## src/rtl/tohost_pkg.sv

```systemverilog
// Shared types and exit-word decoding for the tohost arbiter.
package tohost_pkg;

   typedef enum logic [1:0] {
      IDLE = 2'd0,
      BUSY = 2'd1,
      DONE = 2'd2
   } state_e;

   localparam int unsigned ExitLsb      = 0;
   localparam int unsigned MaxDataWidth = 128;

   typedef struct packed {
      logic                    is_exit;
      logic [MaxDataWidth-2:0] code;
   } exit_dec_t;

   // A word with the exit bit set ends the program; the remaining upper bits are the code.
   function automatic exit_dec_t exit_decode(input logic [MaxDataWidth-1:0] word);
      exit_dec_t dec;
      dec.is_exit = word[ExitLsb];
      dec.code    = (MaxDataWidth-1)'(word >> (ExitLsb + 1));
      return dec;
   endfunction

endpackage

```

## src/rtl/tohost_rr_arb.sv

```systemverilog
// Combinational round-robin picker: first valid requester at or after ptr wins.
module tohost_rr_arb
   import tohost_pkg::*;
#(
   parameter int unsigned NrCores     = 2,
   parameter int unsigned CoreIdWidth = 1
) (
   input  logic [NrCores-1:0]     valid,
   input  logic [CoreIdWidth-1:0] ptr,
   output logic [NrCores-1:0]     grant,
   output logic [CoreIdWidth-1:0] grant_idx
);

   int unsigned            cand;
   logic [CoreIdWidth-1:0] cand_idx;
   logic                   found;

   always_comb begin
      grant     = '0;
      grant_idx = '0;
      found     = 1'b0;
      cand      = 0;
      cand_idx  = '0;
      for (int unsigned i = 0; i < NrCores; i++) begin
         cand     = (32'(ptr) + i) % NrCores;
         cand_idx = CoreIdWidth'(cand);
         if (!found && valid[cand_idx]) begin
            found           = 1'b1;
            grant[cand_idx] = 1'b1;
            grant_idx       = cand_idx;
         end
      end
   end

endmodule

```

## src/rtl/tohost_arbiter.sv

```systemverilog
// Shares the host tohost channel among NrCores requesters and captures the first exit word.
module tohost_arbiter
   import tohost_pkg::*;
#(
   parameter int unsigned NrCores     = 2,
   parameter int unsigned DataWidth   = 64,
   parameter int unsigned CoreIdWidth = (NrCores > 1) ? $clog2(NrCores) : 1
) (
   input  logic                              clk_i,
   input  logic                              rst_ni,
   input  logic [NrCores-1:0]                req_valid_i,
   input  logic [NrCores-1:0][DataWidth-1:0] req_data_i,
   output logic [NrCores-1:0]                req_ready_o,
   output logic                              host_valid_o,
   output logic [DataWidth-1:0]              host_data_o,
   output logic [CoreIdWidth-1:0]            host_core_id_o,
   input  logic                              host_ready_i,
   output logic                              exit_valid_o,
   output logic [DataWidth-2:0]              exit_code_o,
   output logic [CoreIdWidth-1:0]            exit_core_id_o
);

   state_e                 state_q;
   logic [CoreIdWidth-1:0] ptr_q;
   logic [CoreIdWidth-1:0] ptr_nxt;
   logic [NrCores-1:0]     grant;
   logic [CoreIdWidth-1:0] grant_idx;
   logic                   grant_valid;
   exit_dec_t              dec;
   logic                   unused_dec;

   tohost_rr_arb #(
      .NrCores     (NrCores),
      .CoreIdWidth (CoreIdWidth)
   ) u_rr_arb (
      .valid     (req_valid_i),
      .ptr       (ptr_q),
      .grant     (grant),
      .grant_idx (grant_idx)
   );

   assign grant_valid = |grant;
   assign ptr_nxt     = (32'(grant_idx) == NrCores - 1) ? '0 : grant_idx + CoreIdWidth'(1);

   // Ready is gated by reset so it drops immediately when reset asserts.
   assign req_ready_o = (rst_ni && (state_q == IDLE)) ? grant : '0;

   assign dec        = exit_decode(MaxDataWidth'(host_data_o));
   assign unused_dec = ^dec;

   always_ff @(posedge clk_i or negedge rst_ni) begin
      if (!rst_ni) begin
         state_q        <= IDLE;
         ptr_q          <= '0;
         host_valid_o   <= 1'b0;
         host_data_o    <= '0;
         host_core_id_o <= '0;
         exit_valid_o   <= 1'b0;
         exit_code_o    <= '0;
         exit_core_id_o <= '0;
      end else begin
         case (state_q)
            IDLE: begin
               if (grant_valid) begin
                  host_data_o    <= req_data_i[grant_idx];
                  host_core_id_o <= grant_idx;
                  host_valid_o   <= 1'b1;
                  ptr_q          <= ptr_nxt;
                  state_q        <= BUSY;
               end
            end
            BUSY: begin
               if (host_ready_i) begin
                  host_valid_o <= 1'b0;
                  if (dec.is_exit && !exit_valid_o) begin
                     exit_valid_o   <= 1'b1;
                     exit_code_o    <= dec.code[DataWidth-2:0];
                     exit_core_id_o <= host_core_id_o;
                     state_q        <= DONE;
                  end else begin
                     state_q <= IDLE;
                  end
               end
            end
            DONE: begin
               host_valid_o <= 1'b0;
            end
            default: begin
               host_valid_o <= 1'b0;
               state_q      <= IDLE;
            end
         endcase
      end
   end

endmodule

```

## config.mk

```make
export PLATFORM = sky130hd
export DESIGN_NAME = tohost_arbiter
export DESIGN_NICKNAME = d
export VERILOG_FILES = /design/src/rtl/tohost_pkg.sv /design/src/rtl/tohost_rr_arb.sv /design/src/rtl/tohost_arbiter.sv
export SDC_FILE = /design/constraint.sdc
export NUM_CORES = 1
export LEC_CHECK = 0
export CAP_MARGIN = 15
export CORE_ASPECT_RATIO = 0.7
export CORE_UTILIZATION = 42
export DETAILED_ROUTE_END_ITERATION = 7
export PLACE_DENSITY = 0.81
export SLEW_MARGIN = 20
export SYNTH_ARGS = -nofsm -noshare
export SYNTH_HDL_FRONTEND = slang
export SYNTH_HIERARCHICAL = 1
export SYNTH_SLANG_ARGS = --single-unit
```

## constraint.sdc

```tcl
create_clock -name clk_i -period 2.3 [get_ports clk_i]
set_clock_uncertainty 0.2 [all_clocks]
set_input_delay 0.575 -clock clk_i [delete_from_list [all_inputs] [get_ports clk_i]]
set_output_delay 0.575 -clock clk_i [all_outputs]
set_load 0.03 [all_outputs]
```

==> impl_metrics.env, run 1 <==
export IMPL_status="finished, final reports clean"
export IMPL_use_met2=0.381
export IMPL_gp_congestion=0.723
export IMPL_crit_path_start="host_data_o[57]"
export IMPL_maxCapViolations=0
export IMPL_async_flop_share=1.00
export IMPL_start_util=0.437
export IMPL_top_level_ports=266
export IMPL_worstSetupEndpointType="output port"
export IMPL_synthCells=369
export IMPL_syn_to_final_growth_pct=62.2
export IMPL_cts_sinks=134
export IMPL_grt_busiest_layer="met2"
export IMPL_cp_start_kind="register"
export IMPL_synth_seq_area_share=0.577
export IMPL_path_cells="clkdlybuf4s50_1"
export IMPL_layout_min_cycle_time_ns=2.26
export IMPL_die_h_um=100
export IMPL_critPathKind="reg -> out"
export IMPL_diodes=0
export IMPL_cts_tree="yes"
export IMPL_vias=4110
export IMPL_r2r_end="host_data_o[7]"
export IMPL_viasPerCell=4.86
export IMPL_cts_buffer_depth=2
export IMPL_netlist_area_leader_share=0.577
export IMPL_cts_root_buffer="clkbuf_16"
export IMPL_worstPathArrival_ns=1.49
export IMPL_routedWlPerCell_um=18.0
export IMPL_antenna_found_initial=0
export IMPL_drive_gt1_frac=0.319
export IMPL_finalCritPeriodShare=0.983
export IMPL_required_ns=1.52
export IMPL_synthDistinctLibCells=22
export IMPL_layout_commonest_cell="clkdlybuf4s50_1"
export IMPL_cts_inserted_buffers=17
export IMPL_hold_viol=0
export IMPL_relSlewSlack=0.531
export IMPL_fp_dieW_um=143
export IMPL_leakagePower_uw=0.00407
export IMPL_tightest_slew_ns=0.704
export IMPL_clock_latency_ns=0.41
export IMPL_clk_pin_slew_ns=0.06
export IMPL_core_mm2=0.0133
export IMPL_place_inst=811
export IMPL_grt_overflow_total=0
export IMPL_yosysWarnings=6
export IMPL_hp_class="in -> async"
export IMPL_syn_avg_cell_area_um2=15.8
export IMPL_hpwl_mm=11.1
export IMPL_r2r_start="ptr_q"
export IMPL_drc=0
export IMPL_rows=35
export IMPL_grt_first_pass_wirelength_mm=23.6
export IMPL_crit_buf_inv=1
export IMPL_cts_max_level=4
export IMPL_pwr_density_cell_mw_per_mm2=1510
export IMPL_ant_nets=0
export IMPL_grt_use_met3=0.0945
export IMPL_cpPeakStageDelay_ns=0.69
export IMPL_synthesis_area_mm2=0.00581
export IMPL_port_buffers=265
export IMPL_drtPass1Iterations=4
export IMPL_slowest_stage="clkdlybuf4s50_1"
export IMPL_synth_edff_count=0
export IMPL_yosys_most_used_dff="dfrtp_1"
export IMPL_crit_family="buffers and inverters"
export IMPL_setup_viol=0
export IMPL_fin_nets=781
export IMPL_grt_usage=0.222
export IMPL_path_max_fanout=3
export IMPL_rsz0062_at_grt="no"
export IMPL_ir_drop_uv=852
export IMPL_final_cells=846
export IMPL_postRouteWirelength_mm=15.2
export IMPL_met1_usage=0.244
export IMPL_drt_iter0_drc=103
export IMPL_synth_area_leaders="dfrtp_1 (58%), mux2_2 (30%), mux2_1 (7.4%), buf_6 (1.6%), buf_2 (0.86%)"
export IMPL_dieArea_mm2=0.0143
export IMPL_finalMaxSlewViolations=0
export IMPL_synth_nets=502
export IMPL_r2r_cells=5
export IMPL_final_cell_mix="clkdlybuf4s50_1 (241), mux2_2 (155), dfrtp_1 (134), mux2_1 (38), dlymetal6s2s_1 (18)"
export IMPL_grt_max_degree=130
export IMPL_ys_seq_elements=134
export IMPL_fmax_ghz=0.442
export IMPL_whs_ns=0.0893
export IMPL_r2r_setup_slack_ns=0.34
export IMPL_grt_pass1_vias=4415
export IMPL_yosys_area_top_type="dfrtp_1"
## cells in the mapped netlist, types with 2 or more instances
cell type / count
a21boi_1: 2
and3_1: 2
buf_2: 10
buf_6: 8
clkbuf_1: 2
dfrtp_1: 134
inv_1: 3
mux2_1: 38
mux2_2: 155
nand2_1: 3
## worst max path at each step
stage / cells after the start / slack [ns] / endpoint
after floorplan: 5 / 0.18 / host_data_o[0]
after global placement: 5 / -0.23 / host_data_o[24]
after detailed placement: 5 / -0.29 / host_data_o[59]
after CTS: 1 / 0.002 / host_data_o[34]
after global routing: 1 / 0.001 / host_data_o[29]
final: 1 / 0.04 / host_data_o[57]
## logic make-up (layout without fill, tap and decap cells)
family          after synthesis  in the layout  synth area share
mux                         194            194             0.376
flops                       134            134             0.577
buf+inv                      24            316            0.0286
simple gates                  9              9           0.00861
compound gates                8              8            0.0101
## sequential cells by signal, summed over array words and instances, names as in the netlist
name and count:
exit_code_o 63, host_data_o 64, ptr_q 1, exit_core_id_o 1, host_valid_o 1, state_q 2
host_core_id_o 1, exit_valid_o 1
## where the power goes
part	internal, uW	switching [uW]
clock	1610	1040
combinational	3500	3830
sequential	3540	745
## repair_timing
item,CTS,global route
pin swaps,1,0
hold endpoints to repair,5,0
endpoints found under the setup margin,3,19
gates resized for setup,7,18
hold buffers,1,0
setup buffers,0,2
gates cloned,0,0
## layer usage
metal / vias up / part of all wire
li1: 1887 / -
met1: 2048 / 0.38
met2: 159 / 0.50
met3: 16 / 0.099
met4: 0 / 0.017
met5: - / 0
## area by class of cell
type	instances	area (um2)
timing repair buffer	281	2920
multi-input combinational	211	2330
clock buffer	18	429
inverter	3	11.3
sequential	134	3350
tap	185	231
clock inverter	14	151
fill	930	3890
## metrics by stage
stage	util	total power (uW)	setup WS (ns)	setup TNS [ns]	cell area [um2]
floorplan	-	8370	0.185	0	5810
global placement	0.658	11500	-0.235	-14.84	8760
detailed placement	0.658	11700	-0.291	-16.98	8760
CTS	0.704	14400	0.00153	0	9370
global route	0.708	15000	0.00118	0	9430
finish	0.708	14300	0.0395	0	9430
No activity file was read; power rests on OpenSTA's default activity.
==> inputs of run 2 (changes only) <==
Settings changed: CAP_MARGIN 15 to not set, CELL_PAD_IN_SITES_DETAIL_PLACEMENT set to 0, CELL_PAD_IN_SITES_GLOBAL_PLACEMENT set to 1, CORE_UTILIZATION 42 to 33, CTS_CLUSTER_DIAMETER set to 100, PLACE_DENSITY 0.81 to not set, PLACE_DENSITY_LB_ADDON set to 0.1.
==> impl_metrics.env, run 2 (synthesized netlist as in run 1, its figures left out) <==
export IMPL_hp_class="in -> async"
export IMPL_r2r_start="ptr_q"
export IMPL_largest_reg_flops=64
export IMPL_fin_nets=784
export IMPL_die_h_um=113
export IMPL_cts_sinks=134
export IMPL_crit_path_start="host_data_o[38]"
export IMPL_start_util=0.339
export IMPL_required_ns=1.52
export IMPL_largest_register="host_data_o"
export IMPL_syn_to_final_growth_pct=66.0
export IMPL_pwr_density_cell_mw_per_mm2=1510
export IMPL_postRouteWirelength_mm=14.8
export IMPL_finalPower_uw=14500
export IMPL_grt_usage=0.173
export IMPL_reg_top3="host_data_o x64, exit_code_o x63, state_q x2"
export IMPL_drc=0
export IMPL_path_cells="clkdlybuf4s50_1"
export IMPL_worstPathArrival_ns=1.48
export IMPL_post_cts_buffers=0
export IMPL_grt_max_degree=77
export IMPL_status="finished, final reports clean"
export IMPL_crit_end="host_data_o[38]"
export IMPL_vias=4061
export IMPL_cts_inserted_buffers=17
export IMPL_grt_overflow_total=0
export IMPL_ant_nets=0
export IMPL_finalMaxSlewViolations=0
export IMPL_setup_viol=0
export IMPL_hpwl_mm=10.8
export IMPL_rows=40
export IMPL_worstSetupEndpointType="output port"
export IMPL_drt_iter0_drc=102
export IMPL_dieArea_mm2=0.0182
export IMPL_r2r_setup_slack_ns=0.36
export IMPL_critPathKind="reg -> out"
export IMPL_path_max_fanout=3
export IMPL_cp_depth=1
export IMPL_maxCapViolations=0
export IMPL_cpPeakStageDelay_ns=0.71
export IMPL_gp_congestion=0.761
export IMPL_cts_buffer_depth=2
export IMPL_relSlewSlack=0.357
export IMPL_top_level_ports=266
export IMPL_tightest_slew_ns=0.964
export IMPL_fill_cells=1384
export IMPL_viasPerCell=4.55
export IMPL_r2r_end="host_data_o[17]"
export IMPL_cts_root_buffer="clkbuf_16"
export IMPL_layout_commonest_cell="clkdlybuf4s50_1"
export IMPL_antenna_found_initial=0
export IMPL_hold_viol=0
export IMPL_cts_max_level=4
export IMPL_fmax_ghz=0.444
export IMPL_fp_dieW_um=161
export IMPL_r2r_cells=5
export IMPL_routedWlPerCell_um=16.6
export IMPL_grt_pass1_vias=4390
export IMPL_leakagePower_uw=0.00428
export IMPL_final_cells=893
export IMPL_crit_buf_inv=1
export IMPL_drive_gt1_frac=0.322
export IMPL_port_buffers=265
export IMPL_layout_min_cycle_time_ns=2.25
export IMPL_clock_latency_ns=0.42
export IMPL_final_cell_mix="clkdlybuf4s50_1 (222), mux2_2 (155), dfrtp_1 (133), mux2_1 (38), dlymetal6s2s_1 (34)"
export IMPL_core_mm2=0.0172
export IMPL_place_inst=862
export IMPL_grt_first_pass_wirelength_mm=24.0
export IMPL_diodes=0
export IMPL_slowest_stage="clkdlybuf4s50_1"
export IMPL_ir_drop_uv=849
export IMPL_cts_tree="yes"
export IMPL_rsz0062_at_grt="no"
export IMPL_crit_family="buffers and inverters"
export IMPL_finalCritPeriodShare=0.979
export IMPL_cp_start_kind="register"
export IMPL_drtPass1Iterations=4
export IMPL_clk_pin_slew_ns=0.06
-- run 2: cell count changes in the layout (fill, tap and decap cells not counted), moves of 2 or more --
cell / before / now
clkdlybuf4s50_1: 241 / 222
bufinv_16: 2 / 6
dlygate4sd2_1: 3 / 5
buf_12: 8 / 10
clkinv_2: 2 / 0
dlymetal6s2s_1: 18 / 34
inv_6: 4 / 1
-- run 2: how the worst min path moves through the flow --
| stage | slack (ns) | startpoint | depth (start not counted) | to |
|---|---|---|---|---|
| 2_1_floorplan | 0.08 | rst_ni | 0 | exit_code_o[0] |
| 6_report | 0.09 | rst_ni | 2 | exit_code_o[50] |
| 5_1_grt | 0.14 | rst_ni | 2 | exit_code_o[50] |
| 4_1_cts | 0.11 | rst_ni | 2 | host_data_o[48] |
| 3_5_place_dp | 0.19 | rst_ni | 1 | host_data_o[58] |
| 3_3_place_gp | 0.19 | rst_ni | 1 | exit_code_o[57] |
-- run 2: cell type report --
class	count	area, um2	share of cell area
Multi-Input combinational cell	211	2330	0.242
Clock buffer	18	429	0.0445
Sequential cell	134	3350	0.348
Tap cell	231	289	0.0300
Clock inverter	12	228	0.0236
Timing Repair Buffer	284	3000	0.311
Inverter	3	11.3	0.00117
-- run 2: repair_timing --
item                                   4_1_cts  5_1_grt
hold buffers                                 1        0
pin swaps                                    1        0
gates cloned                                 0        0
setup endpoints to repair                    6       36
resized for setup                           10       36
endpoints found under the hold margin        8        0
-- run 2: power breakdown --
group          total, uW  switching, uW  internal, uW
sequential          4250            715          3540
clock               3040           1020          2020
combinational       7250           3780          3470
-- run 2: through the flow --
| step | setup TNS (ns) | utilization | cell area [um2] | setup slack, ns | hold slack [ns] |
|---|---|---|---|---|---|
| detailed placement | -17.24 | 0.517 | 8880 | -0.288 | 0.189 |
| floorplan | 0 | - | 5810 | 0.185 | 0.0794 |
| global placement | -14.89 | 0.517 | 8880 | -0.241 | 0.189 |
| global route | 0 | 0.562 | 9650 | 0.000285 | 0.142 |
| CTS | 0 | 0.557 | 9560 | 0.00473 | 0.112 |
| finish | 0 | 0.562 | 9650 | 0.0480 | 0.0899 |
-- run 2: metal layers --
| metal | vias to the layer above | track usage | wire [um] |
|---|---|---|---|
| li1 | 1889 | - | - |
| met2 | 145 | 0.276 | 7060 |
| met5 | - | 0 | 0 |
| met1 | 2016 | 0.211 | 6360 |
| met3 | 11 | 0.0733 | 1290 |
| met4 | 0 | 0.0546 | 135 |
==> inputs of run 3 (changes only) <==
Settings changed: CAP_MARGIN set to 25.
==> impl_metrics.env, run 3 (synthesized netlist as in run 1, its figures left out) <==
export IMPL_viasPerCell=4.58
export IMPL_gp_congestion=0.761
export IMPL_rows=40
export IMPL_hpwl_mm=10.8
export IMPL_die_h_um=113
export IMPL_reg_top3="host_data_o x64, exit_code_o x63, state_q x2"
export IMPL_layout_setup_ws_ns=0.0516
export IMPL_hp_class="in -> async"
export IMPL_layout_commonest_cell="clkdlybuf4s50_1"
export IMPL_worstPathArrival_ns=1.47
export IMPL_drt_iter0_drc=113
export IMPL_ant_nets=0
export IMPL_path_cells="clkdlybuf4s50_1"
export IMPL_cts_max_level=4
export IMPL_grt_first_pass_wirelength_mm=24.0
export IMPL_dieArea_mm2=0.0182
export IMPL_cpPeakStageDelay_ns=0.70
export IMPL_ir_drop_uv=849
export IMPL_relSlewSlack=0.588
export IMPL_vias=4099
export IMPL_tightest_slew_ns=0.618
export IMPL_fin_nets=786
export IMPL_grt_max_degree=77
export IMPL_status="finished, final reports clean"
export IMPL_hold_viol=0
export IMPL_finalCritPeriodShare=0.978
export IMPL_worstSetupEndpointType="output port"
export IMPL_top_level_ports=266
export IMPL_cp_start_kind="register"
export IMPL_post_cts_buffers=0
export IMPL_slowest_stage="clkdlybuf4s50_1"
export IMPL_crit_family="buffers and inverters"
export IMPL_layout_min_cycle_time_ns=2.25
export IMPL_finalMaxSlewViolations=0
export IMPL_cts_tree="yes"
export IMPL_rsz0062_at_grt="no"
export IMPL_cts_inserted_buffers=17
export IMPL_grt_usage=0.173
export IMPL_grt_pass1_vias=4390
export IMPL_syn_to_final_growth_pct=66.6
export IMPL_setup_viol=0
export IMPL_cts_buffer_depth=2
export IMPL_postRouteWirelength_mm=14.9
export IMPL_crit_buf_inv=1
export IMPL_start_util=0.339
export IMPL_fmax_ghz=0.445
export IMPL_largest_register="host_data_o"
export IMPL_routedWlPerCell_um=16.7
export IMPL_leakagePower_uw=0.00430
export IMPL_drtPass1Iterations=4
export IMPL_pwr_density_cell_mw_per_mm2=1500
export IMPL_critPathKind="reg -> out"
export IMPL_core_mm2=0.0172
export IMPL_final_area_mm2=0.00968
export IMPL_diodes=0
export IMPL_cts_root_buffer="clkbuf_16"
export IMPL_antenna_found_initial=0
export IMPL_port_buffers=265
export IMPL_clock_latency_ns=0.42
export IMPL_final_cells=895
export IMPL_clk_pin_slew_ns=0.06
export IMPL_place_area_mm2=0.00888
export IMPL_final_cell_mix="clkdlybuf4s50_1 (222), mux2_2 (155), dfrtp_1 (133), mux2_1 (38), dlymetal6s2s_1 (34)"
export IMPL_path_max_fanout=3
export IMPL_grt_overflow_total=0
export IMPL_cts_sinks=134
export IMPL_fill_cells=1380
export IMPL_place_inst=862
export IMPL_drc=0
export IMPL_required_ns=1.52
export IMPL_preCtsSetupSlack_ns=-0.288
export IMPL_fp_dieW_um=161
export IMPL_maxCapViolations=0
export IMPL_largest_reg_flops=64
export IMPL_drive_gt1_frac=0.322
-- run 3: timing repair --
| item | in CTS | in global routing |
|---|---|---|
| hold endpoints to repair | 8 | 9 |
| hold buffers | 1 | 1 |
| pin swaps | 1 | 0 |
| endpoints found under the setup margin | 6 | 36 |
| resized for setup | 10 | 36 |
-- run 3: worst paths after layout --
path	startpoint	end	slack [ns]	cells after the start
worst max-delay path	host_data_o[38]	host_data_o[38]	0.05	1
worst min-delay path	rst_ni	exit_code_o[50]	0.09	2
worst max register to register	ptr_q	host_data_o[17]	0.36	5
worst min register to register	state_q[1]	host_valid_o	0.27	1
max in group asynchronous	rst_ni	ptr_q	0.73	4
min in group clk_i	state_q[1]	host_valid_o	0.27	1
-- run 3: layer usage --
layer | GRT usage | up-vias | wire, um
met4 | 0.0546 | 0 | 135
li1 | - | 1888 | -
met5 | 0 | - | 0
met2 | 0.276 | 145 | 7140
met1 | 0.211 | 2055 | 6350
met3 | 0.0733 | 11 | 1290
-- run 3: area by class of cell --
cell class	instances	area [um2]	area share
flip-flops and latches	134	3350	0.346
multi-input cells	211	2330	0.241
inverters	3	11.3	0.00116
clock buffers	18	429	0.0443
repair buffers	286	3040	0.314
clock inverters	12	228	0.0235
well taps	231	289	0.0298
-- run 3: worst register-to-register path, stage by stage, from the launching register on --
cell	delay (ns)
dfrtp_2	0.40
inv_1	0.10
a21boi_4	0.22
buf_12	0.26
mux2_2	0.38
mux2_2	0.27
-- run 3: report_power, final --
part | switching, uW | internal, uW | leakage [uW] | total, uW
Combinational | 3780 | 3480 | 0.00238 | 7260
Sequential | 716 | 3540 | 0.00161 | 4260
Clock | 1020 | 2020 | 0.000305 | 3040
-- run 3: stage by stage --
step / util / hold WS, ns / TNS, ns / power (uW)
2_1_floorplan: - / 0.0794 / 0 / 8370
3_3_place_gp: 0.517 / 0.189 / -14.89 / 11600
3_5_place_dp: 0.517 / 0.189 / -17.24 / 11700
4_1_cts: 0.557 / 0.112 / 0 / 14800
5_1_grt: 0.564 / 0.138 / 0 / 15300
6_report: 0.564 / 0.0911 / 0 / 14600
